### src/rtl/patbuf_pkg.sv
// patbuf_pkg: shared types and constants for the pattern scheduler.
//   - state_e      : scheduler FSM states
//   - ENT_*        : bit positions of a sequence-entry byte
//   - seq_entry_t  : decoded sequence entry (valid, repeat count, buffer index)
//   - *_DEF        : default geometry (fields per buffer, sequence length)
package patbuf_pkg;

    typedef enum logic [1:0] {
        ST_IDLE  = 2'd0,
        ST_FETCH = 2'd1,
        ST_EMIT  = 2'd2,
        ST_DONE  = 2'd3
    } state_e;

    localparam int FIELDS_DEF  = 27;
    localparam int SEQ_LEN_DEF = 3;

    // Entry byte: [7] valid, [6:3] repeat count R (plays R+1 times), [2:0] buffer
    localparam int ENT_VALID_BIT = 7;
    localparam int ENT_RPT_LSB   = 3;
    localparam int ENT_RPT_W     = 4;
    localparam int ENT_BUF_LSB   = 0;
    localparam int ENT_BUF_W     = 3;

    typedef struct packed {
        logic                 valid;
        logic [ENT_RPT_W-1:0] rpt;
        logic [ENT_BUF_W-1:0] bufi;
    } seq_entry_t;

endpackage

### src/rtl/seq_entry_decode.sv
// seq_entry_decode: combinational split of one sequence-entry byte.
//   entry : in  8-bit raw entry
//   dec   : out decoded {valid, repeat count, buffer index}
module seq_entry_decode
    import patbuf_pkg::*;
(
    input  logic [7:0]  entry,
    output seq_entry_t  dec
);

    always_comb begin
        dec.valid = entry[ENT_VALID_BIT];
        dec.rpt   = entry[ENT_RPT_LSB +: ENT_RPT_W];
        dec.bufi  = entry[ENT_BUF_LSB +: ENT_BUF_W];
    end

endmodule

### src/rtl/pattern_scheduler.sv
// pattern_scheduler: walks a snapshot of pattern_sequence, drives bufp/fieldp
// into the buffer block and presents each returned field_byte on a
// valid/ready stream. Reads never advance while ssel (serial load) is high.
//
// Ports:
//   sclk, rst            : clock, async active-high reset
//   start, stop          : begin playback (IDLE only) / abort (any busy state)
//   ssel                 : serial load in progress, pauses FETCH
//   pattern_sequence     : SEQ_LEN entry bytes, entry i at [8i+7:8i]
//   field_byte           : buffer read data for current bufp/fieldp
//   out_ready            : downstream accepts field_out
//   bufp, fieldp         : buffer / field pointers
//   field_out/valid      : captured field and its valid
//   seq_idx, busy, done  : current entry, non-IDLE flag, completion pulse
//
// Optional feature macro PATSCHED_LOOP_EN adds input `loop`: when high, the
// end of the sequence restarts at entry 0 of the same snapshot and done
// pulses once per pass.
module pattern_scheduler
    import patbuf_pkg::*;
#(
    parameter int FIELDS  = FIELDS_DEF,
    parameter int SEQ_LEN = SEQ_LEN_DEF,
    parameter int FIELD_W = 5,
    parameter int BUF_W   = 3,
    localparam int IDX_W  = (SEQ_LEN > 1) ? $clog2(SEQ_LEN) : 1
) (
    input  logic                   sclk,
    input  logic                   rst,
    input  logic                   start,
    input  logic                   stop,
    input  logic                   ssel,
`ifdef PATSCHED_LOOP_EN
    input  logic                   loop,
`endif
    input  logic [8*SEQ_LEN-1:0]   pattern_sequence,
    input  logic [7:0]             field_byte,
    input  logic                   out_ready,
    output logic [BUF_W-1:0]       bufp,
    output logic [FIELD_W-1:0]     fieldp,
    output logic [7:0]             field_out,
    output logic                   field_valid,
    output logic [IDX_W-1:0]       seq_idx,
    output logic                   busy,
    output logic                   done
);

    localparam logic [FIELD_W-1:0] LAST_FIELD = FIELD_W'(FIELDS - 1);

    logic loop_en;
`ifdef PATSCHED_LOOP_EN
    assign loop_en = loop;
`else
    assign loop_en = 1'b0;
`endif

    state_e                 state_q, state_d;
    logic [8*SEQ_LEN-1:0]   snap_q, snap_d;
    logic [BUF_W-1:0]       bufp_q, bufp_d;
    logic [FIELD_W-1:0]     fieldp_q, fieldp_d;
    logic [ENT_RPT_W-1:0]   rpt_q, rpt_d;
    logic [IDX_W-1:0]       seq_idx_q, seq_idx_d;
    logic [7:0]             field_out_q, field_out_d;
    logic                   field_valid_q, field_valid_d;
    logic                   done_q, done_d;

    // Current and following entry of the snapshot; past the end reads as 0
    // (invalid), which folds "index == SEQ_LEN" into the invalid-entry check.
    logic [7:0] cur_byte, nxt_byte;
    always_comb begin
        cur_byte = snap_q[8*int'(seq_idx_q) +: 8];
        nxt_byte = 8'h00;
        if (int'(seq_idx_q) + 1 < SEQ_LEN)
            nxt_byte = snap_q[8*(int'(seq_idx_q) + 1) +: 8];
    end

    seq_entry_t cur_dec, nxt_dec, start_dec;
    seq_entry_decode u_cur_dec   (.entry(cur_byte),              .dec(cur_dec));
    seq_entry_decode u_nxt_dec   (.entry(nxt_byte),              .dec(nxt_dec));
    // Entry 0 of the live input: the snapshot is only written at this edge.
    seq_entry_decode u_start_dec (.entry(pattern_sequence[7:0]), .dec(start_dec));

    // State register
    always_ff @(posedge sclk or posedge rst) begin
        if (rst) begin
            state_q       <= ST_IDLE;
            snap_q        <= '0;
            bufp_q        <= '0;
            fieldp_q      <= '0;
            rpt_q         <= '0;
            seq_idx_q     <= '0;
            field_out_q   <= '0;
            field_valid_q <= 1'b0;
            done_q        <= 1'b0;
        end else begin
            state_q       <= state_d;
            snap_q        <= snap_d;
            bufp_q        <= bufp_d;
            fieldp_q      <= fieldp_d;
            rpt_q         <= rpt_d;
            seq_idx_q     <= seq_idx_d;
            field_out_q   <= field_out_d;
            field_valid_q <= field_valid_d;
            done_q        <= done_d;
        end
    end

    // Next-state and datapath
    always_comb begin
        state_d       = state_q;
        snap_d        = snap_q;
        bufp_d        = bufp_q;
        fieldp_d      = fieldp_q;
        rpt_d         = rpt_q;
        seq_idx_d     = seq_idx_q;
        field_out_d   = field_out_q;
        field_valid_d = field_valid_q;
        done_d        = 1'b0;

        case (state_q)
            ST_IDLE: begin
                if (start && !ssel) begin
                    snap_d = pattern_sequence;
                    if (start_dec.valid) begin
                        seq_idx_d = '0;
                        bufp_d    = BUF_W'(start_dec.bufi);
                        fieldp_d  = '0;
                        rpt_d     = '0;
                        state_d   = ST_FETCH;
                    end else begin
                        state_d = ST_DONE;
                        done_d  = 1'b1;
                    end
                end
            end

            ST_FETCH: begin
                if (!ssel) begin
                    field_out_d   = field_byte;
                    field_valid_d = 1'b1;
                    state_d       = ST_EMIT;
                end
            end

            ST_EMIT: begin
                if (out_ready) begin
                    field_valid_d = 1'b0;
                    state_d       = ST_FETCH;
                    if (fieldp_q != LAST_FIELD) begin
                        fieldp_d = fieldp_q + 1'b1;
                    end else begin
                        fieldp_d = '0;
                        if (rpt_q < cur_dec.rpt) begin
                            rpt_d = rpt_q + 1'b1;
                        end else if (!nxt_dec.valid) begin
                            // End of sequence: pointers keep the last entry.
                            done_d = 1'b1;
                            if (loop_en) begin
                                seq_idx_d = '0;
                                bufp_d    = BUF_W'(snap_q[ENT_BUF_LSB +: ENT_BUF_W]);
                                rpt_d     = '0;
                            end else begin
                                state_d = ST_DONE;
                            end
                        end else begin
                            seq_idx_d = seq_idx_q + 1'b1;
                            bufp_d    = BUF_W'(nxt_dec.bufi);
                            rpt_d     = '0;
                        end
                    end
                end
            end

            default: state_d = ST_IDLE;  // ST_DONE
        endcase

        // Abort wins over everything but still lets an EMIT transfer count.
        if (stop && state_q != ST_IDLE) begin
            state_d       = ST_IDLE;
            field_valid_d = 1'b0;
            done_d        = 1'b0;
        end
    end

    // Outputs
    always_comb begin
        bufp        = bufp_q;
        fieldp      = fieldp_q;
        field_out   = field_out_q;
        field_valid = field_valid_q;
        seq_idx     = seq_idx_q;
        busy        = (state_q != ST_IDLE);
        done        = done_q;
    end

endmodule

### config.mk
export PLATFORM = sky130hd
export DESIGN_NAME = pattern_scheduler
export DESIGN_NICKNAME = d
export VERILOG_FILES = /design/src/rtl/patbuf_pkg.sv /design/src/rtl/seq_entry_decode.sv /design/src/rtl/pattern_scheduler.sv
export SDC_FILE = /design/constraint.sdc
export NUM_CORES = 1
export LEC_CHECK = 0
export CAP_MARGIN = 40
export CORE_MARGIN = 8
export CORE_UTILIZATION = 25
export CTS_CLUSTER_SIZE = 14
export DETAILED_ROUTE_END_ITERATION = 6
export GPL_TIMING_DRIVEN = 0
export MAX_ROUTING_LAYER = met4
export PLACE_DENSITY_LB_ADDON = 0.15
export SLEW_MARGIN = 20
export SYNTH_ARGS = -nofsm -noshare
export SYNTH_HDL_FRONTEND = slang
export SYNTH_SLANG_ARGS = --single-unit
### constraint.sdc
create_clock -name sclk -period 3.4 [get_ports sclk]
set_input_delay 1.02 -clock sclk [delete_from_list [all_inputs] [get_ports sclk]]
set_output_delay 1.02 -clock sclk [all_outputs]
set_load 0.02 [all_outputs]
==> results_dict.tcl, run 1 <==
set metrics [dict create \
    outcome "completed" \
    cts_sinks 46 \
    ff2ff_path_depth 9 \
    cp.arrival_ns 3.34 \
    combPwrFrac 0.439 \
    num_vias 1989 \
    wire_per_inst_um 14.3 \
    fin_crit_sh 0.917 \
    grt_max_degree 28 \
    cts_resized 0 \
    gp_congestion 0.780 \
    cap_viol_max_count 0 \
    seq_area_frac_synth 0.479 \
    ioPinCount 59 \
    drive_above_1_share 0.108 \
    dr.max_layer_used "met4" \
    die_h_um 114 \
    cts_setup_buffers 0 \
    power_mw 2.22 \
    syn_avg_cell_area_um2 9.73 \
    worst_hold_startpoint "snap_q[10]$_DFFE_PP0P_" \
    grt_overflow_total 0 \
    fmax_mhz 321 \
    crit_path_start_kind "flop" \
    synthArstFlopShare 1.00 \
    yosysWarnings 0 \
    finalWirelength_mm 6.32 \
    drc_errors 0 \
    grt.total_usage 0.105 \
    worstMarginPinSlew_ns 0.667 \
    cts_root_buf "clkbuf_8" \
    grt_pass1_vias 2129 \
    fillers 1018 \
    cts_max_level 2 \
    cp.required_ns 3.63 \
    postCtsHoldBufs 0 \
    met2WireLength_mm 3.03 \
    ir_worst_vdd_mv 0.204 \
    max_slew_margin 0.554 \
    clock_latency_ns 0.30 \
    fin_tns_setup_ns 0 \
    mappedNetlistArea_mm2 0.00240 \
    ant_nets 0 \
    leakage_nw 1.41 \
    antenna_found_initial 0 \
    p_int_mw 1.37 \
    whs_endpoint "snap_q[10]$_DFFE_PP0P_" \
    synth_edf_count 0 \
    wl_met1_mm 3.03 \
    layout_commonest_cell "nand2_1" \
    path_class "flop to flop" \
    ys.flop_type "dfrtp_1" \
    worstSetupEndpointType "flop" \
    timing.hold.ws_ns 0.482 \
    fin_nets 359 \
    drtIter0Drc 56 \
    r2r_end "rpt_q[1]$_DFFE_PP0P_" \
    area_growth_pct 35.6 \
    powerDensity_mw_per_mm2 682 \
    grt_setup_unrepaired "no" \
    ys_ff_latch 46 \
    portBuffers 58 \
    numCtsBuffers 5 \
    clk_pin_slew_ns 0.10 \
    drv_slew 0 \
    hold_viol_final 0 \
    cts_tree "done" \
    viasPerCell 4.49 \
    p_seq_frac 0.399 \
    holdPathStages 2 \
    switching_power_mw 0.854 \
    start_util 0.259 \
    skew_ns 0.00526 \
    synth_nets 293 \
    setup_viol 0 \
    pwr-share-clk 0.161 \
    core.rowCount 35 \
    r2r_slack_ns 0.28 \
    grt_pass1_wl_mm 10.8 \
    die_area_mm2 0.0130 \
    core_mm2 0.00928 \
    ys_types 49 \
    period_minus_slack_ns 3.12 \
    utilization 0.351 \
    hold_path_class "flop to flop" \
    die_w_um 114 \
    clk_path_buf_depth 2 \
    diodes 0 \
    crit_path_max_fanout 10 \
    timing.rr.start "seq_idx[0]$_DFFE_PP0P_" \
    swShare 0.384 \
    synth_cells 247 \
    layout_common_cells "nand2_1 (70), clkdlybuf4s50_1 (58), dfrtp_1 (46)" \
    met3WireLength_um 185 \
    dp_hpwl_mm 4.86 \
    first_pass_iters 4 \
]
==> registers in the layout, summed over array words and instances, names as in the netlist <==
name	count
rpt_q	4
bufp	3
fieldp	5
snap_q	20
done	1
seq_idx	2
state_q	2
field_valid	1
field_out	8
==> cell usage after synthesis, drive strengths merged, types with 3 or more instances <==
library cell / count / area (µm²)
and3: 4 / 26.3
dfrtp: 46 / 1150
mux2: 11 / 135
nor2: 6 / 22.5
a211oi: 3 / 22.5
a21o: 4 / 30.0
nand2b: 6 / 37.5
mux2i: 8 / 80.1
o21ai: 9 / 45.0
ha: 8 / 100
a21oi: 13 / 65.1
nor2b: 4 / 25.0
o31ai: 4 / 30.0
nand2: 70 / 263
buf: 3 / 20.0
clkbuf: 6 / 22.5
a2111oi: 3 / 26.3
inv: 8 / 30.0
==> per-stage QoR <==
stage	cell area (µm²)	instances	setup slack (ns)
floorplan	2400	247	0.565
global placement	3140	434	0.167
detailed placement	3160	435	0.171
CTS	3260	443	0.151
global route	3260	443	0.0691
finish	3260	443	0.282
==> how the worst max path moves through the flow <==
stage / startpoint / depth (start not counted) / to
after detailed placement: seq_idx[0]$_DFFE_PP0P_ / 9 / rpt_q[3]$_DFFE_PP0P_
after global routing: seq_idx[0]$_DFFE_PP0P_ / 9 / rpt_q[1]$_DFFE_PP0P_
final: seq_idx[0]$_DFFE_PP0P_ / 9 / rpt_q[1]$_DFFE_PP0P_
after global placement: rst / 2 / fieldp[0]$_DFFE_PP0P_
after floorplan: seq_idx[0]$_DFFE_PP0P_ / 9 / rpt_q[1]$_DFFE_PP0P_
after CTS: seq_idx[0]$_DFFE_PP0P_ / 9 / rpt_q[3]$_DFFE_PP0P_
==> kinds of logic after synthesis <==
family,count (synthesis),synth area share
compound gates,49,0.140
flops,46,0.479
mux,19,0.0896
fa+ha+maj,8,0.0417
simple gates,108,0.220
buf+inv,17,0.0302
==> critical path, cell delays in order (launching register included) <==
cell	delay [ns]
dfrtp_1	0.50
buf_1	0.53
mux2i_1	0.27
nor2_1	0.06
a21oi_1	0.21
ha_1	0.34
and3_1	0.20
o311ai_2	0.19
or4b_2	0.63
o211ai_1	0.10
==> power by group through the flow <==
stage | clock [mW] | combinational (mW) | sequential [mW]
after floorplan | 0 | 0.512 | 0.975
after global placement | 0 | 0.978 | 0.892
after detailed placement | 0 | 0.991 | 0.901
after CTS | 0.374 | 0.995 | 0.890
after global routing | 0.397 | 1.08 | 0.920
final | 0.358 | 0.977 | 0.888
==> final cells by class <==
type	instances	area, µm²	share of cell area
plain buffers	9	42.5	0.0131
clock inverters	3	23.8	0.00730
repair buffers	59	601	0.184
flip-flops and latches	46	1150	0.353
well taps	129	161	0.0495
clock buffers	5	68.8	0.0211
inverters	8	30.0	0.00922
multi-input cells	184	1180	0.362
==> routing by layer <==
metal,track usage,up-vias
met3,0.0211,4
li1,-,997
met5,-,-
met2,0.175,34
met4,0.0266,0
met1,0.128,954
Power figures use the tool's default switching activity.
==> run 2: changes to the inputs <==
Settings changed: ABC_AREA from default to 1, CAP_MARGIN 40 to default.
==> run 2 against run 1 <==
Worst setup slack improved by 0.47 ns. Synthesized cell count rose by 12%. Routed wire length down 6.1%. Die area is 2.7% lower. Area after synthesis is 3.2% lower. Utilization is 0.60 points lower. Sequential power is 2.7% higher. Count of clock-buffer cells in the layout grew 2. Non-clock buffer count shrank 5. Clock power is 3% lower. Maximum frequency up 18%. Clock skew down 0.00085 ns. Critical endpoint is now busy. Largest cell class is now flip-flops and latches.
==> results_dict.tcl, run 2 <==
set metrics [dict create \
    outcome "completed" \
    start_util 0.254 \
    fillers 978 \
    cp.buffers_inverters 2 \
    grt_max_degree 33 \
    path_class "flop to output port" \
    clk_path_buf_depth 2 \
    die_area_mm2 0.0126 \
    numCtsBuffers 5 \
    clk_pin_slew_ns 0.09 \
    mappedNetlistArea_mm2 0.00233 \
    drive_above_1_share 0.0959 \
    cap_viol_max_count 0 \
    cts_sinks 46 \
    grt_setup_unrepaired "no" \
    synth_common_cells "nand2_1 (110), dfrtp_1 (46), inv_1 (21)" \
    dp_hpwl_mm 4.63 \
    layout_common_cells "nand2_1 (110), clkdlybuf4s50_1 (58), dfrtp_1 (46)" \
    ff2ff_path_depth 9 \
    viasPerCell 4.31 \
    diodes 0 \
    worst_hold_startpoint "snap_q[18]$_DFFE_PP0P_" \
    grt.total_usage 0.103 \
    synth_cells 277 \
    first_pass_iters 4 \
    antenna_found_initial 0 \
    cts_resized 0 \
    cp.arrival_ns 1.63 \
    synthMostInstantiatedCell "nand2_1" \
    holdPathStages 2 \
    core_mm2 0.00915 \
    grt_overflow_total 0 \
    grt_pass1_vias 2066 \
    critical_path.top_delay_family "buffers and inverters" \
    die_h_um 112 \
    setup_viol 0 \
    grt_pass1_wl_mm 10.3 \
    layout_commonest_cell "nand2_1" \
    num_vias 1963 \
    postCtsHoldBufs 0 \
    largest_reg_flops 20 \
    worstMarginPinSlew_ns 0.489 \
    ant_nets 0 \
    cts_root_buf "clkbuf_8" \
    finalNonFillerCells 455 \
    cts_setup_buffers 0 \
    syn_avg_cell_area_um2 8.40 \
    yosysTopAreaCell "dfrtp_1" \
    skew_ns 0.00440 \
    finalWirelength_mm 5.93 \
    ys.flop_type "dfrtp_1" \
    synth_nets 323 \
    ir_worst_vdd_mv 0.220 \
    r2r_slack_ns 1.13 \
    dp_cells 447 \
    leakage_nw 1.52 \
    worstSetupEndpointType "output port" \
    max_slew_margin 0.674 \
    gp_congestion 0.720 \
    portBuffers 58 \
    period_minus_slack_ns 2.65 \
    fin_nets 389 \
    yosysWarnings 0 \
    yosysTopAreaCellShare 0.495 \
    drc_errors 0 \
    top_register "snap_q" \
    fmax_mhz 378 \
    seq_area_frac_synth 0.495 \
    core.rowCount 35 \
    ioPinCount 59 \
    hold_path_class "flop to flop" \
    ys_ff_latch 46 \
    wire_per_inst_um 13.0 \
    synth_edf_count 0 \
    crit_chain "nor2_1 > inv_1 > clkdlybuf4s50_1" \
    whs_endpoint "snap_q[18]$_DFFE_PP0P_" \
    fin_tns_setup_ns 0 \
    ys_types 31 \
    synthTopCellsByArea "dfrtp_1 (49%), nand2_1 (18%), ha_1 (4.3%)" \
    crit_path_max_fanout 5 \
    timing.rr.start "seq_idx[0]$_DFFE_PP0P_" \
    fin_crit_sh 0.778 \
    die_w_um 112 \
    critPathMaxStageDelay_ns 0.55 \
    area_growth_pct 35.7 \
    cpMaxStageDelayCell "clkdlybuf4s50_1" \
    drv_slew 0 \
    drtIter0Drc 58 \
    powerDensity_mw_per_mm2 782 \
    cts_tree "done" \
    crit_path_start_kind "flop" \
    crit_path_start "state_q[1]$_DFFE_PP0P_" \
    clock_latency_ns 0.29 \
    cp.required_ns 2.38 \
    hold_viol_final 0 \
    r2r_end "rpt_q[3]$_DFFE_PP0P_" \
    synthArstFlopShare 1.00 \
    cts_max_level 2 \
]
[run 2: changes by cell type in the layout (fill, tap and decap cells not counted), sizes merged, moves of 5 or more]
cell	delta
mux2i	-5
nand3	+8
o21ai	+5
a21oi	-5
nor2	+13
inv	+16
nand2	+42
nand4	+5
nand2b	-6
[run 2: report_power, final]
part | internal [mW] | switching, mW
logic | 0.509 | 0.699
clock network | 0.164 | 0.183
registers | 0.769 | 0.143
[run 2: how the worst max path moves through the flow]
stage | end | slack, ns | cells after the start
3_3_place_gp | snap_q[21]$_DFFE_PP0P_ | 0.21 | 2
4_1_cts | busy | 0.74 | 3
5_1_grt | busy | 0.63 | 3
2_1_floorplan | bufp[0]$_DFFE_PP0P_ | 1.29 | 1
3_5_place_dp | snap_q[11]$_DFFE_PP0P_ | 0.64 | 6
6_report | busy | 0.75 | 3
[run 2: per-layer routing]
layer  vias to the layer above  global-route usage  wire length, µm
li1                       1020                   -                -
met1                       903               0.125             2900
met2                        36               0.167             2790
met3                         4              0.0252              194
met4                         0              0.0270               48
met5                         -                   -                0
[run 2: final cells by class]
type / count / area, µm² / area share
flip-flops and latches: 46 / 1150 / 0.365
multi-input cells: 202 / 1060 / 0.336
repair buffers: 59 / 601 / 0.190
well taps: 111 / 139 / 0.0440
inverters: 25 / 96.3 / 0.0305
clock buffers: 7 / 86.3 / 0.0273
plain buffers: 4 / 18.8 / 0.00595
clock inverters: 1 / 5.00 / 0.00159
[run 2: through the flow]
stage,area (µm²),hold WS [ns],utilization,power (mW),setup WS (ns)
finish,3160,0.476,0.345,2.47,0.754
global route,3160,0.509,0.345,2.71,0.628
CTS,3160,0.485,0.345,2.52,0.737
detailed placement,3070,0.463,0.335,2.15,0.636
global placement,3050,0.459,0.333,2.14,0.209
floorplan,2330,0.437,-,1.70,1.29
[run 2: worst min-delay path, delay by kind of cell (launching register included)]
| kind | cells | cell delay [ns] |
|---|---|---|
| flops | 1 | 0.35 |
| simple gates | 2 | 0.10 |
[run 2: cell families (layout without fill, tap and decap cells)]
kind of cell	Yosys count	in the layout	synth area share
simple gates	153	153	0.286
flops	46	46	0.495
buf+inv	29	96	0.0495
compound gates	28	28	0.0678
mux	11	11	0.0516
fa+ha+maj	8	8	0.0430
xor+xnor	2	2	0.00753
==> run 3: changes to the inputs <==
Clock period 3.4 ns to 2.7 ns, I/O delays scaled along.
==> results of run 3 <==
Same layout as run 2 (identical final DEF). Status: completed.
Main changes from that run: setup slack after placement 0.636 ns -> 0.146 ns; setup slack after layout 0.754 ns -> 0.264 ns; register-to-register setup slack 1.13 ns -> 0.43 ns; total power 2.47 mW -> 3.11 mW; worst IR drop on VDD 0.220 mV -> 0.277 mV
